**src/rtl/key_debounce4_if.sv**
```systemverilog
// Four-key debouncer signal bundle: raw key lines in, debounced levels plus
// change/any flags out.
interface key_debounce4_if;
    logic key0;
    logic key1;
    logic key2;
    logic key3;
    logic y0;
    logic y1;
    logic y2;
    logic y3;
    logic chg;
    logic any;

    modport slave (
        input  key0, key1, key2, key3,
        output y0, y1, y2, y3, chg, any
    );

    modport master (
        output key0, key1, key2, key3,
        input  y0, y1, y2, y3, chg, any
    );
endinterface

```
**src/rtl/key_debounce4.sv**
```systemverilog
// Four independent key debouncers: two-flop synchronizer, saturating agreement
// counter per channel, registered levels plus a one-cycle change pulse.
module key_debounce4 #(
    parameter int DB_CYCLES = 4,
    parameter int CNT_W     = 8
) (
    input  logic            clk,
    input  logic            rst_n,
    key_debounce4_if.slave  kd
);

    localparam logic [CNT_W-1:0] CNT_MAX = CNT_W'(DB_CYCLES - 1);
    localparam logic [CNT_W-1:0] CNT_ONE = CNT_W'(1);

    logic [3:0]       key_s;
    logic [3:0]       sync1_q;
    logic [3:0]       sync2_q;
    logic [CNT_W-1:0] cnt_q [4];
    logic [CNT_W-1:0] cnt_d [4];
    logic [3:0]       y_q;
    logic [3:0]       y_d;
    logic             chg_q;
    logic             chg_d;
    logic             any_q;
    logic             any_d;

    assign key_s = {kd.key3, kd.key2, kd.key1, kd.key0};

    // Two-flop synchronizer on the raw asynchronous key lines.
    always_ff @(posedge clk or negedge rst_n) begin
        if (!rst_n) begin
            sync1_q <= 4'b0000;
            sync2_q <= 4'b0000;
        end else begin
            sync1_q <= key_s;
            sync2_q <= sync1_q;
        end
    end

    // Per-channel debounce decision; >= keeps an out-of-range count from wrapping.
    always_comb begin
        y_d = y_q;
        for (int i = 0; i < 4; i++) begin
            cnt_d[i] = '0;
            if (sync2_q[i] == y_q[i]) begin
                cnt_d[i] = '0;
            end else if (cnt_q[i] >= CNT_MAX) begin
                y_d[i]   = sync2_q[i];
                cnt_d[i] = '0;
            end else begin
                cnt_d[i] = cnt_q[i] + CNT_ONE;
            end
        end
        chg_d = |(y_d ^ y_q);
        any_d = |y_d;
    end

    // Counter, level and flag registers.
    always_ff @(posedge clk or negedge rst_n) begin
        if (!rst_n) begin
            for (int i = 0; i < 4; i++) begin
                cnt_q[i] <= '0;
            end
            y_q   <= 4'b0000;
            chg_q <= 1'b0;
            any_q <= 1'b0;
        end else begin
            for (int i = 0; i < 4; i++) begin
                cnt_q[i] <= cnt_d[i];
            end
            y_q   <= y_d;
            chg_q <= chg_d;
            any_q <= any_d;
        end
    end

    assign kd.y0  = y_q[0];
    assign kd.y1  = y_q[1];
    assign kd.y2  = y_q[2];
    assign kd.y3  = y_q[3];
    assign kd.chg = chg_q;
    assign kd.any = any_q;

endmodule

```
**src/flat_wrapper.sv**
```systemverilog
// flat-port wrapper written by rule: the top's interface ports become plain ports
module key_debounce4_flat 
#(
    parameter int DB_CYCLES = 4,
    parameter int CNT_W     = 8
)
  (clk, rst_n, kd_key0, kd_key1, kd_key2, kd_key3, kd_y0, kd_y1, kd_y2, kd_y3, kd_chg, kd_any);
  key_debounce4_if kd_i ();
  input  logic clk;
  input  logic rst_n;
  input wire logic [$bits(kd_i.key0)-1:0] kd_key0;
  input wire logic [$bits(kd_i.key1)-1:0] kd_key1;
  input wire logic [$bits(kd_i.key2)-1:0] kd_key2;
  input wire logic [$bits(kd_i.key3)-1:0] kd_key3;
  output wire logic [$bits(kd_i.y0)-1:0] kd_y0;
  output wire logic [$bits(kd_i.y1)-1:0] kd_y1;
  output wire logic [$bits(kd_i.y2)-1:0] kd_y2;
  output wire logic [$bits(kd_i.y3)-1:0] kd_y3;
  output wire logic [$bits(kd_i.chg)-1:0] kd_chg;
  output wire logic [$bits(kd_i.any)-1:0] kd_any;
  assign kd_i.key0 = kd_key0;
  assign kd_i.key1 = kd_key1;
  assign kd_i.key2 = kd_key2;
  assign kd_i.key3 = kd_key3;
  assign kd_y0 = kd_i.y0;
  assign kd_y1 = kd_i.y1;
  assign kd_y2 = kd_i.y2;
  assign kd_y3 = kd_i.y3;
  assign kd_chg = kd_i.chg;
  assign kd_any = kd_i.any;
  key_debounce4 #(.DB_CYCLES(DB_CYCLES), .CNT_W(CNT_W)) u_core (.clk(clk), .rst_n(rst_n), .kd(kd_i));
endmodule
```
**config.mk**
```make
export PLATFORM = sky130hd
export DESIGN_NAME = key_debounce4_flat
export DESIGN_NICKNAME = d
export VERILOG_FILES = /design/src/rtl/key_debounce4_if.sv /design/src/rtl/key_debounce4.sv /design/src/flat_wrapper.sv
export SDC_FILE = /design/constraint.sdc
export NUM_CORES = 1
export LEC_CHECK = 0
export CELL_PAD_IN_SITES_DETAIL_PLACEMENT = 1
export CELL_PAD_IN_SITES_GLOBAL_PLACEMENT = 1
export CORE_AREA = 3 3 81 83
export CTS_BUF_LIST = sky130_fd_sc_hd__clkbuf_16
export CTS_CLUSTER_SIZE = 20
export DETAILED_ROUTE_END_ITERATION = 10
export DIE_AREA = 0 0 84 86
export PLACE_DENSITY = 0.48
export SKIP_CTS_REPAIR_TIMING = 1
export SYNTH_ARGS = -nofsm -noshare
export SYNTH_HDL_FRONTEND = slang
export SYNTH_SLANG_ARGS = --single-unit
```
**constraint.sdc**
```tcl
create_clock -name clk -period 5.11 [get_ports clk]
set_input_delay 0.7665 -clock clk [delete_from_list [all_inputs] [get_ports clk]]
set_output_delay 0.7665 -clock clk [all_outputs]
set_load 0.03 [all_outputs]
```
==> reports/metrics.cfg <==
[grt]
grt_max_degree = 47
gr-total-overflow = 0
grt_pass1_vias = 811
grt_pass1_wl_mm = 3.70
antenna_found_initial = 0
grt_usage_pct = 6.80

[power]
power_frac_comb_pct = 4.6
ir_drop_v = 0.000188
p_sw_uw = 145
switching_share_pct = 20.3
p_int_uw = 569
leakage_uw = 0.000883
clkPwrFrac_pct = 41.2
pwr-share-seq_pct = 54.1
power_density_mw_per_mm2 = 378

[logic_synthesis]
syn_avg_cell_area_um2 = 17.5
synthAdderAreaFrac_pct = 3.41
syn-cell-area_mm2 = 0.00147
synth_top_area_share_pct = 78.4
synth-compound-area-share_pct = 1.11
post_synth_num_cell_types = 19
synth.area.top_cells = dfrtp_1, ha_1, nor4_2
syn_inst = 84
ys_warn_count = 0
yosysTopAreaCell = dfrtp_1
ys_seq_area_share_pct = 78.4
ys_ff_latch = 46
synthMuxAreaShare_pct = 3.32
synth_xor_xnor_area_share_pct = 2.39
synth_top_family_by_area = simple AND/OR/NAND/NOR gates
yosys.area_share.simple_pct = 10.6

[place]
hpwl_mm = 1.52
gp_congestion = 0.683
placed_cells_incl_taps = 193
io_buffers = 11
place_area_mm2 = 0.00175

[worst_setup_path]
reg2reg_to = u_core.kd.any
worstPathMaxFanout = 4
critPathKind = flip-flop to flip-flop
cp.arrival_ps = 2610
required_ps = 5260
slowest_stage = or4_1
max_stage_delay_ps = 530
startpoint_type = flip-flop
critPathCaptureType = flip-flop
r2r_start = u_core.cnt_q[8]
path_cells = ha_1 -> or4_1 -> nor4_2 -> mux2_2 -> or4_4
reg2reg_depth = 5
r2r_slack_ps = 2650

[min_path]
hp-class = flip-flop to flip-flop
holdPathEnd = u_core.sync2_q[1]
hold_depth = 0
min_from = u_core.sync1_q[1]

[layout]
final_cell_area_mm2 = 0.00189
layout.cells.non_filler = 201
diodes = 0
fin_nets = 135
final_cell_mix = dfrtp_1, conb_1, clkdlybuf4s50_1, clkbuf_16
mostFrequentLayoutCell = dfrtp_1
drive_above_1_share_pct = 13.5
area_growth_pct = 28.8
nFillCells = 620

[sta]
rsz0062_at_grt = false
max_freq_ghz = 0.407
tns_ps = 0
max_slew_margin_pct = 36.1
drv_slew = 0
setup_violations = 0
worst_pin_slew_ps = 959
fin_crit_sh_pct = 48.1
skew_ps = 4.38
fin_crit_ps = 2460
finalHoldViolCount = 0

[detailed_routing]
remaining_drc_errors = 0
first_iter_violations = 12
via_per_inst = 3.66
firstDrtPassIters = 2
wl_per_cell_um = 10.4
postRouteAntennaNets = 0
drt-total-wl_mm = 2.09
num_vias = 736

[cts]
cts_sinks = 46
clk_latency_ps = 270
cts_tree = built
cts_buffers = 5
cts-root-buf = clkbuf_16
clk_pin_slew_worst_paths_ps = 60
clk_path_buf_depth = 2
htree_num_levels = 2

[floorplan]
die_area_mm2 = 0.00722
io_pins = 12
start_util_pct = 24.8
core_area_mm2 = 0.00592
die_h_um = 86
num_rows = 28
die_w_um = 84

[status]
outcome = finished, final reports clean

[flow_run]
cap_viol_max_count = 0

power groups by stage:
| stage | combinational [uW] | sequential [uW] | clock [uW] |
|---|---|---|---|
| floorplan | 11.1 | 397 | 0 |
| detailed placement | 34.2 | 394 | 0 |
| global placement | 33.3 | 393 | 0 |
| CTS | 34.3 | 387 | 308 |
| finish | 33.2 | 387 | 294 |
| global route | 38.8 | 389 | 324 |
synthesized netlist by cell type:
cell type / number
mux2_4: 1
o221ai_1: 1
conb_1: 1
nand2_1: 4
and4_1: 1
xor2_1: 4
and3_1: 2
and4_2: 1
inv_1: 2
nor3b_1: 2
nor4_2: 4
or4_1: 2
mux2_2: 3
or4_4: 1
ha_1: 4
nor3_1: 2
dfrtp_1: 46
a22oi_1: 1
nor2_1: 2
worst max path at each step:
stage | from | to | cells past startpoint
4_1_cts | u_core.cnt_q[8] | u_core.kd.any | 5
3_3_place_gp | u_core.cnt_q[8] | u_core.kd.any | 5
2_1_floorplan | u_core.cnt_q[8] | u_core.kd.any | 5
5_1_grt | u_core.cnt_q[8] | u_core.kd.any | 5
3_5_place_dp | u_core.cnt_q[8] | u_core.kd.any | 5
6_report | u_core.cnt_q[8] | u_core.kd.any | 5
metal layers:
| metal | wire (um) | global-route usage, % | part of all wire, % | vias to the layer above |
|---|---|---|---|---|
| met1 | 860 | 7.82 | 41 | 374 |
| met2 | 1100 | 10.9 | 53 | 14 |
| met3 | 111 | 3.07 | 5.3 | 2 |
| met5 | 0 | 0 | 0 | - |
| met4 | 10 | 3.07 | 0.48 | 0 |
| li1 | - | - | - | 346 |
worst max-delay path, delay by kind of cell, from the launching register on:
kind,cells,cell delay [ps]
simple gates,3,1370
mux,1,390
fa+ha+maj,1,190
flops,1,380
state kept, by name, summed over array words and instances, names as in the netlist:
name / cells
u_core.kd.any: 1
u_core.sync1_q: 4
u_core.y_q: 4
u_core.kd.chg: 1
u_core.cnt_q: 32
u_core.sync2_q: 4
final cells by class:
class                           instances  area [um^2]  share of cell area [%]
Sequential cell                        46         1150                    60.9
Multi-Input combinational cell         59          395                    20.9
Clock buffer                            5          125                    6.62
Timing Repair Buffer                   11          105                    5.56
Tap cell                               75         93.8                    4.96
Clock inverter                          3         12.5                   0.662
Inverter                                2         7.51                   0.397
per-stage QoR:
stage / util [%] / hold slack (ps) / worst slack (ps) / power [uW]
5_1_grt: 31.9 / 366 / 2540 / 752
2_1_floorplan: - / 331 / 2790 / 408
3_5_place_dp: 29.6 / 339 / 2640 / 428
4_1_cts: 31.9 / 352 / 2620 / 729
6_report: 31.9 / 347 / 2650 / 714
3_3_place_gp: 29.6 / 334 / 2720 / 427
cell families after synthesis:
| group | after synthesis |
|---|---|
| AOI/OAI and AO/OA | 2 |
| xor gates and xnor gates | 4 |
| adders and majority gates | 4 |
| buffers and inverters | 2 |
| DFF | 46 |
| muxes | 4 |
| other | 1 |
| and+or+nand+nor | 21 |
Note: power is estimated with default switching activity, not from simulation.
